===== src/rtl/comparator_pulse_sequencer_if.sv =====
// Slow-control / pulser / readout bundle for the comparator pulse sequencer.
// The sequencer takes the slave view; the register file or bench drives the master view.
`timescale 1ns/1ps
interface comparator_pulse_sequencer_if #(
    parameter int NHS   = 32,
    parameter int CNT_W = 32,
    parameter int DLY_W = 4,
    parameter int PW_W  = 4,
    parameter int NP_W  = 16
);
    logic             fire_pulse;
    logic             abort;
    logic [NP_W-1:0]  num_pulses;
    logic [DLY_W-1:0] bx_delay;
    logic [PW_W-1:0]  pulse_width;
    logic             compin_inject;
    logic [NHS-1:0]   halfstrips;
    logic [NHS-1:0]   halfstrips_expect;
    logic             compout;
    logic             compout_expect;
    logic             halfstrips_errcnt_rst;
    logic             compout_errcnt_rst;

    logic             pulse_en;
    logic             compin;
    logic             pulser_ready;
    logic             done;
    logic [CNT_W-1:0] halfstrips_errcnt;
    logic [CNT_W-1:0] compout_errcnt;
    logic [NHS-1:0]   halfstrips_errmask;
    logic [CNT_W-1:0] pulse_cnt;

    modport master (
        output fire_pulse, abort, num_pulses, bx_delay, pulse_width, compin_inject,
        output halfstrips, halfstrips_expect, compout, compout_expect,
        output halfstrips_errcnt_rst, compout_errcnt_rst,
        input  pulse_en, compin, pulser_ready, done,
        input  halfstrips_errcnt, compout_errcnt, halfstrips_errmask, pulse_cnt
    );

    modport slave (
        input  fire_pulse, abort, num_pulses, bx_delay, pulse_width, compin_inject,
        input  halfstrips, halfstrips_expect, compout, compout_expect,
        input  halfstrips_errcnt_rst, compout_errcnt_rst,
        output pulse_en, compin, pulser_ready, done,
        output halfstrips_errcnt, compout_errcnt, halfstrips_errmask, pulse_cnt
    );
endinterface


===== src/rtl/comparator_pulse_sequencer.sv =====
// Burst pulser for comparator test boards: fires N (or free-running) pulses and
// checks the half-strip / compout readout at a programmable BX after each pulse.
`timescale 1ns/1ps
module comparator_pulse_sequencer #(
    parameter int NHS   = 32,
    parameter int CNT_W = 32,
    parameter int DLY_W = 4,
    parameter int PW_W  = 4,
    parameter int NP_W  = 16
) (
    input logic                         clock40,
    input logic                         reset,
    comparator_pulse_sequencer_if.slave bus
);
    localparam int BX_W = (DLY_W > PW_W) ? DLY_W : PW_W;
    localparam logic [CNT_W-1:0] CNT_MAX = '1;

    // IDLE: ready | PULSE: pulse_en high | WAIT: pulse low, counting to D | SAMPLE: compare at bx==D
    typedef enum logic [1:0] {
        S_IDLE,
        S_PULSE,
        S_WAIT,
        S_SAMPLE
    } state_t;

    state_t           state_q, state_d;
    logic [BX_W-1:0]  bx_q, bx_d;
    logic [BX_W-1:0]  pw_q, pw_d;
    logic [BX_W-1:0]  dly_q, dly_d;
    logic [NP_W-1:0]  np_q, np_d;
    logic [NP_W-1:0]  idx_q, idx_d;
    logic             inj_q, inj_d;
    logic             abort_seen_q, abort_seen_d;
    logic             done_d;
    logic             start;
    logic             sample;

    logic             pulse_en_q;
    logic             compin_q;
    logic             ready_q;
    logic             done_q;

    logic [CNT_W-1:0] hs_cnt_q, hs_cnt_d;
    logic [CNT_W-1:0] co_cnt_q, co_cnt_d;
    logic [CNT_W-1:0] pcnt_q, pcnt_d;
    logic [NHS-1:0]   mask_q, mask_d;
    logic [NHS-1:0]   hs_diff;

    logic [BX_W-1:0]  pw_eff;
    logic [BX_W-1:0]  dly_eff;

    // Sampling never lands inside the pulse: D is pulled up to at least PW.
    always_comb begin
        pw_eff  = (bus.pulse_width == '0) ? BX_W'(1) : BX_W'(bus.pulse_width);
        dly_eff = (BX_W'(bus.bx_delay) > pw_eff) ? BX_W'(bus.bx_delay) : pw_eff;
    end

    always_comb begin
        state_d      = state_q;
        bx_d         = bx_q;
        pw_d         = pw_q;
        dly_d        = dly_q;
        np_d         = np_q;
        inj_d        = inj_q;
        idx_d        = idx_q;
        abort_seen_d = abort_seen_q;
        done_d       = 1'b0;
        start        = 1'b0;
        sample       = 1'b0;

        if (state_q != S_IDLE && bus.abort) begin
            abort_seen_d = 1'b1;
        end

        case (state_q)
            S_IDLE: begin
                if (bus.fire_pulse) begin
                    start        = 1'b1;
                    pw_d         = pw_eff;
                    dly_d        = dly_eff;
                    np_d         = bus.num_pulses;
                    inj_d        = bus.compin_inject;
                    idx_d        = '0;
                    abort_seen_d = 1'b0;
                    bx_d         = '0;
                    state_d      = S_PULSE;
                end
            end
            S_PULSE: begin
                bx_d = bx_q + BX_W'(1);
                if (bx_q == pw_q - BX_W'(1)) begin
                    state_d = (dly_q == pw_q) ? S_SAMPLE : S_WAIT;
                end
            end
            S_WAIT: begin
                bx_d = bx_q + BX_W'(1);
                if (bx_q == dly_q - BX_W'(1)) begin
                    state_d = S_SAMPLE;
                end
            end
            S_SAMPLE: begin
                sample = 1'b1;
                idx_d  = idx_q + NP_W'(1);
                bx_d   = '0;
                if ((np_q != '0 && idx_q + NP_W'(1) == np_q) || abort_seen_q || bus.abort) begin
                    state_d = S_IDLE;
                    done_d  = 1'b1;
                end else begin
                    state_d = S_PULSE;
                end
            end
            default: begin
                state_d = S_IDLE;
            end
        endcase
    end

    // A clear in the same cycle as a sample wins; that sample's increment is dropped.
    always_comb begin
        hs_diff  = bus.halfstrips ^ bus.halfstrips_expect;
        hs_cnt_d = hs_cnt_q;
        co_cnt_d = co_cnt_q;
        mask_d   = mask_q;
        pcnt_d   = pcnt_q;

        if (bus.halfstrips_errcnt_rst) begin
            hs_cnt_d = '0;
            mask_d   = '0;
        end else if (sample) begin
            mask_d = mask_q | hs_diff;
            if ((|hs_diff) && hs_cnt_q != CNT_MAX) begin
                hs_cnt_d = hs_cnt_q + CNT_W'(1);
            end
        end

        if (bus.compout_errcnt_rst) begin
            co_cnt_d = '0;
        end else if (sample && (bus.compout != bus.compout_expect) && co_cnt_q != CNT_MAX) begin
            co_cnt_d = co_cnt_q + CNT_W'(1);
        end

        if (start) begin
            pcnt_d = '0;
        end else if (sample && pcnt_q != CNT_MAX) begin
            pcnt_d = pcnt_q + CNT_W'(1);
        end
    end

    always_ff @(posedge clock40) begin
        if (reset) begin
            state_q      <= S_IDLE;
            bx_q         <= '0;
            pw_q         <= BX_W'(1);
            dly_q        <= BX_W'(1);
            np_q         <= '0;
            idx_q        <= '0;
            inj_q        <= 1'b0;
            abort_seen_q <= 1'b0;
            pulse_en_q   <= 1'b0;
            compin_q     <= 1'b0;
            ready_q      <= 1'b1;
            done_q       <= 1'b0;
            hs_cnt_q     <= '0;
            co_cnt_q     <= '0;
            mask_q       <= '0;
            pcnt_q       <= '0;
        end else begin
            state_q      <= state_d;
            bx_q         <= bx_d;
            pw_q         <= pw_d;
            dly_q        <= dly_d;
            np_q         <= np_d;
            idx_q        <= idx_d;
            inj_q        <= inj_d;
            abort_seen_q <= abort_seen_d;
            pulse_en_q   <= (state_d == S_PULSE);
            compin_q     <= (state_d == S_PULSE) && inj_d;
            ready_q      <= (state_d == S_IDLE);
            done_q       <= done_d;
            hs_cnt_q     <= hs_cnt_d;
            co_cnt_q     <= co_cnt_d;
            mask_q       <= mask_d;
            pcnt_q       <= pcnt_d;
        end
    end

    assign bus.pulse_en           = pulse_en_q;
    assign bus.compin             = compin_q;
    assign bus.pulser_ready       = ready_q;
    assign bus.done               = done_q;
    assign bus.halfstrips_errcnt  = hs_cnt_q;
    assign bus.compout_errcnt     = co_cnt_q;
    assign bus.halfstrips_errmask = mask_q;
    assign bus.pulse_cnt          = pcnt_q;
endmodule


===== src/flat_wrapper.sv =====
// flat-port wrapper written by rule: the top's interface ports become plain ports
module comparator_pulse_sequencer_flat 
#(
    parameter int NHS   = 32,
    parameter int CNT_W = 32,
    parameter int DLY_W = 4,
    parameter int PW_W  = 4,
    parameter int NP_W  = 16
)
  (clock40, reset, bus_fire_pulse, bus_abort, bus_num_pulses, bus_bx_delay, bus_pulse_width, bus_compin_inject, bus_halfstrips, bus_halfstrips_expect, bus_compout, bus_compout_expect, bus_halfstrips_errcnt_rst, bus_compout_errcnt_rst, bus_pulse_en, bus_compin, bus_pulser_ready, bus_done, bus_halfstrips_errcnt, bus_compout_errcnt, bus_halfstrips_errmask, bus_pulse_cnt);
  comparator_pulse_sequencer_if #(.NHS(NHS), .CNT_W(CNT_W), .DLY_W(DLY_W), .PW_W(PW_W), .NP_W(NP_W)) bus_i ();
  input logic clock40;
  input logic reset;
  input wire logic [$bits(bus_i.fire_pulse)-1:0] bus_fire_pulse;
  input wire logic [$bits(bus_i.abort)-1:0] bus_abort;
  input wire logic [$bits(bus_i.num_pulses)-1:0] bus_num_pulses;
  input wire logic [$bits(bus_i.bx_delay)-1:0] bus_bx_delay;
  input wire logic [$bits(bus_i.pulse_width)-1:0] bus_pulse_width;
  input wire logic [$bits(bus_i.compin_inject)-1:0] bus_compin_inject;
  input wire logic [$bits(bus_i.halfstrips)-1:0] bus_halfstrips;
  input wire logic [$bits(bus_i.halfstrips_expect)-1:0] bus_halfstrips_expect;
  input wire logic [$bits(bus_i.compout)-1:0] bus_compout;
  input wire logic [$bits(bus_i.compout_expect)-1:0] bus_compout_expect;
  input wire logic [$bits(bus_i.halfstrips_errcnt_rst)-1:0] bus_halfstrips_errcnt_rst;
  input wire logic [$bits(bus_i.compout_errcnt_rst)-1:0] bus_compout_errcnt_rst;
  output wire logic [$bits(bus_i.pulse_en)-1:0] bus_pulse_en;
  output wire logic [$bits(bus_i.compin)-1:0] bus_compin;
  output wire logic [$bits(bus_i.pulser_ready)-1:0] bus_pulser_ready;
  output wire logic [$bits(bus_i.done)-1:0] bus_done;
  output wire logic [$bits(bus_i.halfstrips_errcnt)-1:0] bus_halfstrips_errcnt;
  output wire logic [$bits(bus_i.compout_errcnt)-1:0] bus_compout_errcnt;
  output wire logic [$bits(bus_i.halfstrips_errmask)-1:0] bus_halfstrips_errmask;
  output wire logic [$bits(bus_i.pulse_cnt)-1:0] bus_pulse_cnt;
  assign bus_i.fire_pulse = bus_fire_pulse;
  assign bus_i.abort = bus_abort;
  assign bus_i.num_pulses = bus_num_pulses;
  assign bus_i.bx_delay = bus_bx_delay;
  assign bus_i.pulse_width = bus_pulse_width;
  assign bus_i.compin_inject = bus_compin_inject;
  assign bus_i.halfstrips = bus_halfstrips;
  assign bus_i.halfstrips_expect = bus_halfstrips_expect;
  assign bus_i.compout = bus_compout;
  assign bus_i.compout_expect = bus_compout_expect;
  assign bus_i.halfstrips_errcnt_rst = bus_halfstrips_errcnt_rst;
  assign bus_i.compout_errcnt_rst = bus_compout_errcnt_rst;
  assign bus_pulse_en = bus_i.pulse_en;
  assign bus_compin = bus_i.compin;
  assign bus_pulser_ready = bus_i.pulser_ready;
  assign bus_done = bus_i.done;
  assign bus_halfstrips_errcnt = bus_i.halfstrips_errcnt;
  assign bus_compout_errcnt = bus_i.compout_errcnt;
  assign bus_halfstrips_errmask = bus_i.halfstrips_errmask;
  assign bus_pulse_cnt = bus_i.pulse_cnt;
  comparator_pulse_sequencer #(.NHS(NHS), .CNT_W(CNT_W), .DLY_W(DLY_W), .PW_W(PW_W), .NP_W(NP_W)) u_core (.clock40(clock40), .reset(reset), .bus(bus_i));
endmodule

===== config.mk =====
export PLATFORM = sky130hd
export DESIGN_NAME = comparator_pulse_sequencer_flat
export DESIGN_NICKNAME = d
export VERILOG_FILES = /design/src/rtl/comparator_pulse_sequencer_if.sv /design/src/rtl/comparator_pulse_sequencer.sv /design/src/flat_wrapper.sv
export SDC_FILE = /design/constraint.sdc
export NUM_CORES = 1
export LEC_CHECK = 0
export ABC_AREA = 1
export CORE_AREA = 2 2 145 147
export DETAILED_ROUTE_END_ITERATION = 6
export DIE_AREA = 0 0 147 149
export GPL_TIMING_DRIVEN = 0
export PLACE_DENSITY = 0.78
export SETUP_SLACK_MARGIN = 0.4
export SYNTH_ARGS = -nofsm -noshare
export SYNTH_HDL_FRONTEND = slang
export SYNTH_SLANG_ARGS = --single-unit

===== constraint.sdc =====
create_clock -name clock40 -period 2.2 [get_ports clock40]
set_input_delay 0.44 -clock clock40 [delete_from_list [all_inputs] [get_ports clock40]]
set_output_delay 0.44 -clock clock40 [all_outputs]
set_load 0.02 [all_outputs]

==> results.md <==
- Run status: finished clean
- RR Endpoint: u_core.bus.compout_errcnt[1]
- Fin cells: 2056
- Synth area leaders: dfxtp_1, nand2_1, a21oi_1
- Max Slew Vio Count: 0
- Initial Utilization: 47.9%
- Initial DRT Pass Iterations: 5
- Clock network power share: 41.6%
- Largest net degree at the start of global routing: 17
- Dpl cells: 1926
- GRT Overall Usage: 28.4%
- CP max FO: 5
- NetSw: 2.13 mW
- Die Height: 149 microns
- Drt drc: 0
- Syn-to-layout area delta: 55.4%
- Tightest Pin Transition: 0.674 ns
- Worst Setup Start Kind: flop
- Clock tree root driver cell: clkbuf_16
- Net Sw Frac: 27.3%
- Cell-internal power: 5.66 mW
- Critical path type: flop to flop
- CTS tree: built
- Worst r2r path cells: 12
- Yosys warns: 0
- Row cnt: 53
- Synthesis-stage register bit count: 180
- End of the worst hold path: u_core.pw_q[3]
- Fin worst setup slack: 0.0974 ns
- Hold path start: bus_pulse_width[3]
- CP required: 2.53 ns
- Cell with the most instances after synthesis: nand2_1
- Arr. time, crit path: 2.43 ns
- First-pass GRT wire length: 50.6 mm
- Main synth FF type: dfxtp_1
- Final period utilization: roughly 96%
- Worst R2R Setup Slack: approximately 0.097 ns
- RSZ-0062 raised after global routing: yes
- Commonest cells post-synth: nand2_1, dfxtp_1, inv_1
- Post-route ant nets: 0
- Clock H-tree levels: 4
- VDD IR max: about 0.57 mV
- Async SR Flop Fraction: 0%
- Filler instances: 1557
- Maximum clock path buffer count: 2
- Sink Count: 180
- Fraction of layout cells with a size suffix above 1: a little over a quarter
- Reg clk slew, reported paths: 0.07 ns
- Vias in the first global route: 10399
- Initial antenna violation count: 3
- # Max-Cap Violations: 0
- Register area share after synthesis: 36.6%
- Comb pwr share: 14.7%
- Post-placement cell area: around 0.012 sq mm
- Latest clock arrival within the worst-skew pair: 0.45 ns
- CORE AREA: 0.0206 sq mm
- Yosys cell types: 50
- DR vias/cell: 5.52
- Share of the synthesized area in the top cell type: a little over a third
- Die Wd: 147 microns
- Worst slew margin: 55.1%
- Syn nets: 1536
- Pleak: 6.57 nW
- Clock skew: 0.0147 ns
- Total length of routed wires: 35.3 mm
- Min Tclk post-route: between 2 and 2.5 ns
- Pre-CTS WS: -0.306 ns
- Pwr dens: ~510 mW/mm^2
- Setup TNS: 0 ns
- Final count of negative-setup-slack endpoints: 0
- Syn_area_per_cell: 6.91 sq um
- Min-Delay Path Depth: 3
- Min-delay worst type: input port to flop
- Detailed Route Iter0 Violations: 842
- Final Wtd Congestion: 0.977
- DP HPWL: 22.6 mm
- F_max: 0.476 GHz
- Crit. End Element: flop
- Inserted Clock Buffers: 17
- Final Hold Vio Count: 0
- Mapped cell area: roughly 0.0098 sq mm
- Yosys top cell by area: dfxtp_1
- Final instance area: around 0.015 sq mm
- Post-synth EDFFs: 0
- Die area: about 0.022 sq mm
- Critical R2R Launch: u_core.bus.compout_errcnt[26]
- WL/cell: 17.1 microns
- Routed vias: 11340
- Sequential share of power: approximately 44%
- Synth Instances: 1424
- Port Buffers: 227
- Total grt overflow: 0
- Nets@finish: 1878
- IO Pins: 229
## timing repair
action	CTS	global route
pin swaps	85	82
endpoints found under the setup margin	275	135
setup buffers	54	36
hold buffers	0	0
gates cloned	4	2
gates resized for setup	389	276
## through the flow
stage          util (%)  hold WS, ns  total power [mW]
6_report           74.4        0.346              7.79
3_5_place_dp       60.7        0.439              4.47
5_1_grt            74.4        0.342              8.08
3_3_place_gp       60.7        0.436              4.46
2_1_floorplan         -        0.416              4.06
4_1_cts            68.3        0.429              7.72
## power groups by stage
stage	clock (mW)	sequential (mW)	combinational, mW
4_1_cts	3.25	3.42	1.05
5_1_grt	3.41	3.41	1.25
3_5_place_dp	0	3.50	0.973
6_report	3.24	3.41	1.14
2_1_floorplan	0	3.49	0.564
3_3_place_gp	0	3.50	0.960
## critical path: stages, from the launching register on
cell and delay (ns):
dfxtp_2 0.39, nand2_1 0.18, nor3_4 0.25, nand2_1 0.10, nor2_1 0.17, nand2_1 0.11
nand2_4 0.15, clkinv_8 0.10, buf_12 0.14, buf_16 0.13, buf_8 0.12, nor2_4 0.10
nor2_2 0.04
## cells in the final DEF (no fill, tap or decap), types with 20 or more instances in the layout
master,synthesis,routed
clkdlybuf4s50_1,0,35
xor2_1,66,56
nand2_1,326,279
nand2_4,3,23
o21ai_0,60,34
nor2_4,4,24
dfxtp_1,180,119
nor3_1,48,33
nor2_1,131,97
inv_1,175,161
nand4_1,35,35
dfxtp_4,0,23
dfxtp_2,0,38
nand3_1,78,57
buf_6,1,30
a21oi_2,1,27
xnor2_1,22,20
a21oi_1,134,107
nand2_2,10,34
nor2_2,8,22
buf_4,2,64
dlygate4sd2_1,0,188
## layout make-up
cell class / instances / area [sq um] / share of cell area (%)
buffer: 36 / 270 / 1.77
clock inverter: 13 / 171 / 1.12
inverter: 184 / 722 / 4.72
antenna: 2 / 5.00 / 0.0327
tap: 275 / 344 / 2.25
sequential: 180 / 3740 / 24.4
clock buffer: 19 / 443 / 2.90
timing repair buffer: 323 / 2970 / 19.4
multi-input combinational: 1024 / 6620 / 43.3
## cell families after synthesis
logic type | Yosys count | share of synthesized area, %
flip-flops | 180 | 36.6
AND/OR/NAND/NOR | 699 | 32.7
XOR/XNOR | 90 | 8.30
adder cells (fa/ha/maj) | 15 | 1.91
AO/OA/AOI/OAI | 220 | 11.8
buffers and inverters | 220 | 8.66
## worst max-delay path by stage
stage,end,startpoint
final,u_core.bus.compout_errcnt[1],u_core.bus.compout_errcnt[26]
after global routing,u_core.bus.compout_errcnt[1],u_core.bus.compout_errcnt[7]
after CTS,u_core.bus.compout_errcnt[25],u_core.bus.compout_errcnt[1]
after detailed placement,u_core.bus.halfstrips_errcnt[16],reset
after global placement,u_core.bus.halfstrips_errcnt[21],bus_halfstrips[1]
after floorplan,u_core.bus.compout_errcnt[10],u_core.bus.compout_errcnt[7]
## flip-flops by register name, summed over array words and instances (netlist names), 2 cells and up
| name | cells |
|---|---|
| u_core.idx_q | 16 |
| u_core.pw_q | 4 |
| u_core.bx_q | 4 |
| u_core.dly_q | 4 |
| u_core.bus.halfstrips_errmask | 32 |
| u_core.np_q | 16 |
| u_core.bus.halfstrips_errcnt | 32 |
| u_core.state_q | 2 |
| u_core.bus.compout_errcnt | 32 |
| u_core.bus.pulse_cnt | 32 |
## layer usage
layer  vias up  track usage (%)  share of wire [%]
met2       548             48.4                 50
met5         -                0              0.020
met1      5333             35.3                 40
li1       5350                -                  -
met3       107             5.57                6.9
met4         2             12.4                3.6
(Power assumes the default switching activity.)
